File: src/rtl/lfsr_offset_search.sv
// Finds how many Fibonacci LFSR steps from SEED reproduce a captured 17-bit sample.
// Offset 0 is returned for "not found" and for an all-zero polynomial or target.
module lfsr_offset_search #(
    parameter logic [16:0] SEED      = 17'h00001,
    parameter int          MAX_STEPS = 131071
) (
    input  logic        clk_72MHz,
    input  logic        reset_n,
    input  logic        enable,
    input  logic [16:0] polynomial,
    input  logic [16:0] data,
    output logic [16:0] offset,
    output logic        ready
);

    typedef enum logic [1:0] {
        IDLE,
        SEARCH,
        DONE
    } state_t;

    localparam logic [16:0] STEP_LIMIT = 17'(MAX_STEPS);

    state_t      r_state;
    logic [16:0] r_poly;
    logic [16:0] r_data;
    logic [16:0] r_lfsr;
    logic [16:0] r_count;
    logic [16:0] r_offset;

    state_t      w_state_next;
    logic [16:0] w_poly_next;
    logic [16:0] w_data_next;
    logic [16:0] w_lfsr_next;
    logic [16:0] w_count_next;
    logic [16:0] w_offset_next;
    logic [16:0] w_lfsr_step;
    logic [16:0] w_count_inc;

    assign w_lfsr_step = {r_lfsr[15:0], ^(r_lfsr & r_poly)};
    assign w_count_inc = r_count + 17'd1;

    always_comb begin
        // NOTE: every output of this block gets a default first so no path leaves it unassigned (no latch).
        w_state_next  = r_state;
        w_poly_next   = r_poly;
        w_data_next   = r_data;
        w_lfsr_next   = r_lfsr;
        w_count_next  = r_count;
        w_offset_next = r_offset;

        case (r_state)
            IDLE: begin
                if (enable) begin
                    w_poly_next  = polynomial;
                    w_data_next  = data;
                    w_lfsr_next  = SEED;
                    w_count_next = '0;
                    w_state_next = SEARCH;
                end
            end
            SEARCH: begin
                // Abort outranks everything; the captured operands never change, so the
                // zero check gives the same answer every cycle and only matters on the first.
                if (!enable) begin
                    w_state_next = IDLE;
                end else if (r_poly == '0 || r_data == '0) begin
                    w_offset_next = '0;
                    w_state_next  = DONE;
                end else begin
                    w_lfsr_next  = w_lfsr_step;
                    w_count_next = w_count_inc;
                    if (w_lfsr_step == r_data) begin
                        w_offset_next = w_count_inc;
                        w_state_next  = DONE;
                    end else if (w_count_inc == STEP_LIMIT) begin
                        w_offset_next = '0;
                        w_state_next  = DONE;
                    end
                end
            end
            DONE: begin
                if (!enable) begin
                    w_state_next = IDLE;
                end
            end
            default: begin
                w_state_next = IDLE;
            end
        endcase
    end

    always_ff @(posedge clk_72MHz) begin
        // NOTE: state registers use non-blocking assignments so every flop updates from pre-edge values.
        if (!reset_n) begin
            r_state  <= IDLE;
            r_poly   <= '0;
            r_data   <= '0;
            r_lfsr   <= SEED;
            r_count  <= '0;
            r_offset <= '0;
        end else begin
            r_state  <= w_state_next;
            r_poly   <= w_poly_next;
            r_data   <= w_data_next;
            r_lfsr   <= w_lfsr_next;
            r_count  <= w_count_next;
            r_offset <= w_offset_next;
        end
    end

    assign offset = r_offset;
    assign ready  = (r_state != SEARCH);

endmodule

File: config.mk
export PLATFORM = sky130hd
export DESIGN_NAME = lfsr_offset_search
export DESIGN_NICKNAME = d
export VERILOG_FILES = /design/src/rtl/lfsr_offset_search.sv
export SDC_FILE = /design/constraint.sdc
export NUM_CORES = 1
export LEC_CHECK = 0
export CORE_ASPECT_RATIO = 1.2
export CORE_MARGIN = 1.5
export CORE_UTILIZATION = 60
export CTS_BUF_LIST = sky130_fd_sc_hd__clkbuf_8
export CTS_CLUSTER_DIAMETER = 80
export DETAILED_ROUTE_END_ITERATION = 10
export GPL_TIMING_DRIVEN = 0
export PLACE_DENSITY_LB_ADDON = 0.3
export SLEW_MARGIN = 20
export SYNTH_ARGS = -nofsm -noshare
export SYNTH_HDL_FRONTEND = slang
export SYNTH_SLANG_ARGS = --single-unit
File: constraint.sdc
create_clock -name clk_72MHz -period 3.64 [get_ports clk_72MHz]
set_clock_uncertainty 0.15 [all_clocks]
set_input_delay 0.546 -clock clk_72MHz [delete_from_list [all_inputs] [get_ports clk_72MHz]]
set_output_delay 0.546 -clock clk_72MHz [all_outputs]
set_load 0.005 [all_outputs]
==> results by stage <==
Pwr:
- Internal power comes to 0.00134 W.
- In this run the static leakage power is 1.92 nW.
- The clock network burns 34.8% of the power.
- Dividing total power by cell area gives a power density of 369 nW/µm².
- Of the total power, the share spent switching nets is 28.8%.
- The share of total power in sequential cells is 53.5%.
- IR analysis of the VDD net gives a maximum drop of 262 µV.
- The power share of the combinational group is 11.7%.
- In this run the power spent charging and discharging nets is 0.000541 W.

Placed design:
- The HPWL after detailed placement is 7.73 mm.
- Routability-driven placement finished with a final weighted congestion of 0.908.
- In this run the cell area measured after placement is 4920 µm².
- The port buffer count is 54.

Cells and area:
- The number of nets at the end of the flow is 625.
- The number of antenna diodes in the final layout is 0.
- Once layout is done, the placed cells without fillers occupy 5100 µm².
- Compared with the post-synthesis result, the final layout area differs by 19.6%.
- The fraction of layout cells with a size suffix above 1 is 4.23%.

Synthesis:
- For this run, asynchronously set or reset flops after synthesis account for 0%.
- The fraction of synthesized area in multiplexers is 3.99%.
- The number of library cell types mapped by synthesis is 42.
- Of the total synthesized cell area, the portion taken by full adders, half adders and majority gates is 0.586%.
- Summing the areas of all compound-gate instances in the mapped netlist gives 14.5% of the synthesized area.
- The synthesized design contains 0 enable-type register cells.
- The net count after synthesis is 560.
- During synthesis, Yosys emitted a total of 0 warnings.
- Synthesis inferred 87 register bits.
- Of the total synthesized cell area, the portion taken by AND, OR, NAND and NOR gates is 26.2%.
- The cell count after synthesis is 521.
- After synthesis, flip-flops and latches occupy 40.8% of the total area.
- The dominant combinational cell family by area after synthesis is simple AND/OR/NAND/NOR gates.
- The netlist area before placement is 4270 µm².
- The synthesized area divided by synthesized cell count is 8.19 µm².
- The most used flip-flop cell after synthesis is dfxtp_1.
- The fraction of synthesized cell area in xor and xnor cells is 10.3%.

STA:
- The total setup violations reported at the end of the flow is 0.
- The slew at the pin closest to its max-slew limit is 0.625 ns.
- Setup repair after global routing left no endpoint under its margin.
- The post-route clock period utilization is 83.5%.
- Based on the critical path, the design can be clocked at up to 329 MHz.
- Measured against its own limit, the worst slew margin works out to 58.2%.
- Summed over all failing endpoints, the final setup total negative slack is 0 ns.
- The final count of hold timing violations was 0.
- The worst hold slack is 0.313 ns.
- The max-slew violation count is 0.
- The routed design could run at a clock period as short as 3.04 ns.

Floorplan:
- The full die area is 7630 µm².
- The die boundary height is 95.4 µm.
- The floorplan core area is 6850 µm².
- The top-level port count is 55.
- The row count is 33.
- From left edge to right edge, the die measures 80.0 µm.
- For this configuration, the core starts out at a cell density of 62.3%.

Detailed routing:
- The total routed wirelength is 10.4 mm.
- After the first detailed-routing iteration, the DRC count stood at 171.
- After detailed routing, the number of remaining DRC violations is 0.
- The total via count in the routed design is 3853.
- Once detail routing completed, the nets flagged for antenna violations numbered 0.
- Dividing the detail-routed wire length by the instance count gives 15.3 µm.
- Using the TritonRoute via totals, the vias-per-cell ratio works out to 5.68.
- The first detailed-routing pass took 5 iterations.

Clock tree:
- The H-tree depth is 3.
- The clock latency at the later pin of the worst-skew pair is 0.37 ns.
- Clock tree synthesis inserted a total of 9 buffers.
- The clock-pin slew reported for the worst setup and hold paths after clock tree synthesis is 0.10 ns.
- TritonCTS built the clock tree.
- The CTS root buffer is clkbuf_8.
- The count of hold buffers inserted by post-cts repair is 0.
- The number of sinks on the clock net is 87.
- The buffer depth of the longest clock path is 2.
- In this run the post-CTS setup repair buffer count came out at 0.
- After clock tree synthesis, the repair step resized 0 gates.

GRT:
- The wire length of the first global-routing pass is 16.7 mm.
- In the global route stage, overall resource usage came out at 28.8%.
- The initial antenna violation count is 0.
- The number of global-route vias before repair is 3554.
- The maximum number of pins on one net before global-route repair is 18.
- The final global-route overflow total is 0.

Run:
- Max-cap violations in this run came to 0.

Worst setup path:
- STA puts the critical path data required time at 3.79 ns.
- Data arrives at the worst endpoint at 3.19 ns.
- Along the worst path, the maximum fanout reaches 10.
- STA classifies the critical path endpoint as a flip-flop.
- The type of the worst setup path is reg2reg.
- The nature of the critical path startpoint is a flip-flop.

Hold path:
- The worst hold path belongs to the class reg2reg.

Status:
- The run finished with clean final reports.
routing by layer:
layer  share of wire (%)  GRT usage (%)  vias up
li1                    -              -     1894
met1                  39           31.8     1790
met2                  52           52.7      136
met3                 4.8           3.44       33
met4                 4.3           16.2        0
met5                   0              0        -
critical path, cell delays in order, from the launching register on:
cell	delay [ns]
dfxtp_1	0.36
nor4_1	0.38
nand4_1	0.16
o22ai_1	0.52
nand2_1	0.11
nand2_1	0.13
clkbuf_1	0.39
buf_1	0.46
nand2_1	0.13
a21boi_0	0.18
cell families (layout without fill, tap and decap cells):
logic type                 after synthesis  in the layout
muxes                                   17             17
xor gates and xnor gates                46             46
DFF                                     87             87
AOI/OAI and AO/OA                       89             89
adders and majority gates                2              2
and+or+nand+nor                        246            246
buffers and inverters                   34            104
stage by stage:
step,utilization [%],worst slack (ns),cells,total power (W)
after CTS,74.5,0.663,678,0.00188
final,74.5,0.600,678,0.00188
after global placement,71.7,0.776,662,0.00124
after floorplan,-,1.24,521,0.00115
after detailed placement,71.7,0.695,662,0.00125
after global routing,74.5,0.449,678,0.00195
Yosys cell counts, drive strengths merged, types with 2 or more instances:
| cell | instances | area [µm²] |
|---|---|---|
| nand2 | 149 | 564 |
| xor2 | 24 | 210 |
| o22ai | 2 | 12.5 |
| ha | 2 | 25.0 |
| o21a | 4 | 30.0 |
| and2 | 2 | 12.5 |
| inv | 3 | 11.3 |
| o21ai | 10 | 50.1 |
| dfxtp | 87 | 1740 |
| and3 | 6 | 37.5 |
| nor2 | 11 | 41.3 |
| a21oi | 10 | 50.1 |
| nand3 | 31 | 155 |
| nand2b | 6 | 37.5 |
| a22oi | 2 | 15.0 |
| buf | 4 | 37.5 |
| nor4 | 11 | 68.8 |
| clkbuf | 25 | 93.8 |
| nand4 | 7 | 43.8 |
| nor2b | 8 | 50.1 |
| a21boi | 58 | 435 |
| mux2i | 17 | 170 |
| xnor2 | 20 | 183 |
| or3 | 3 | 20.0 |
| nor3 | 8 | 40.0 |
power by group through the flow:
stage	Clock, W	Sequential, W	Combinational, W
after floorplan	0	0.00102	0.000136
after global placement	0	0.00103	0.000213
after detailed placement	0	0.00103	0.000218
after CTS	0.000658	0.00101	0.000220
after global routing	0.000696	0.00101	0.000242
final	0.000655	0.00101	0.000220
state kept, by name, summed over array words and instances (netlist names):
signal,cells
r_lfsr,17
r_poly,17
offset,17
r_state,2
r_data,17
r_count,17
worst paths after layout:
check	from	to	slack, ns	cells past startpoint
worst min register to register	offset[11]$_SDFFE_PN0P_	offset[11]$_SDFFE_PN0P_	0.31	2
worst max register to register	r_poly[4]$_SDFFE_PN0P_	r_lfsr[12]$_SDFFE_PN0P_	0.60	9
worst max-delay path	r_poly[4]$_SDFFE_PN0P_	r_lfsr[12]$_SDFFE_PN0P_	0.60	9
worst min-delay path	offset[11]$_SDFFE_PN0P_	offset[11]$_SDFFE_PN0P_	0.31	2
cell usage in the layout, fill, tap and decap left out, types with 11 or more instances in the layout:
master / instances
nor2_1: 11
dfxtp_1: 87
a21boi_0: 58
nand2_1: 147
nor4_1: 11
xnor2_1: 19
clkdlybuf4s50_1: 54
xor2_1: 24
nand3_1: 31
clkbuf_1: 25
mux2i_1: 17
area by class of cell:
cell class,count,area (µm²)
multi-input cells,400,2370
fillers,517,1750
flip-flops and latches,87,1740
repair buffers,54,541
plain buffers,30,141
clock buffers,9,124
well taps,87,109
clock inverters,7,63.8
inverters,4,15.0
Power figures use the tool's default switching activity.
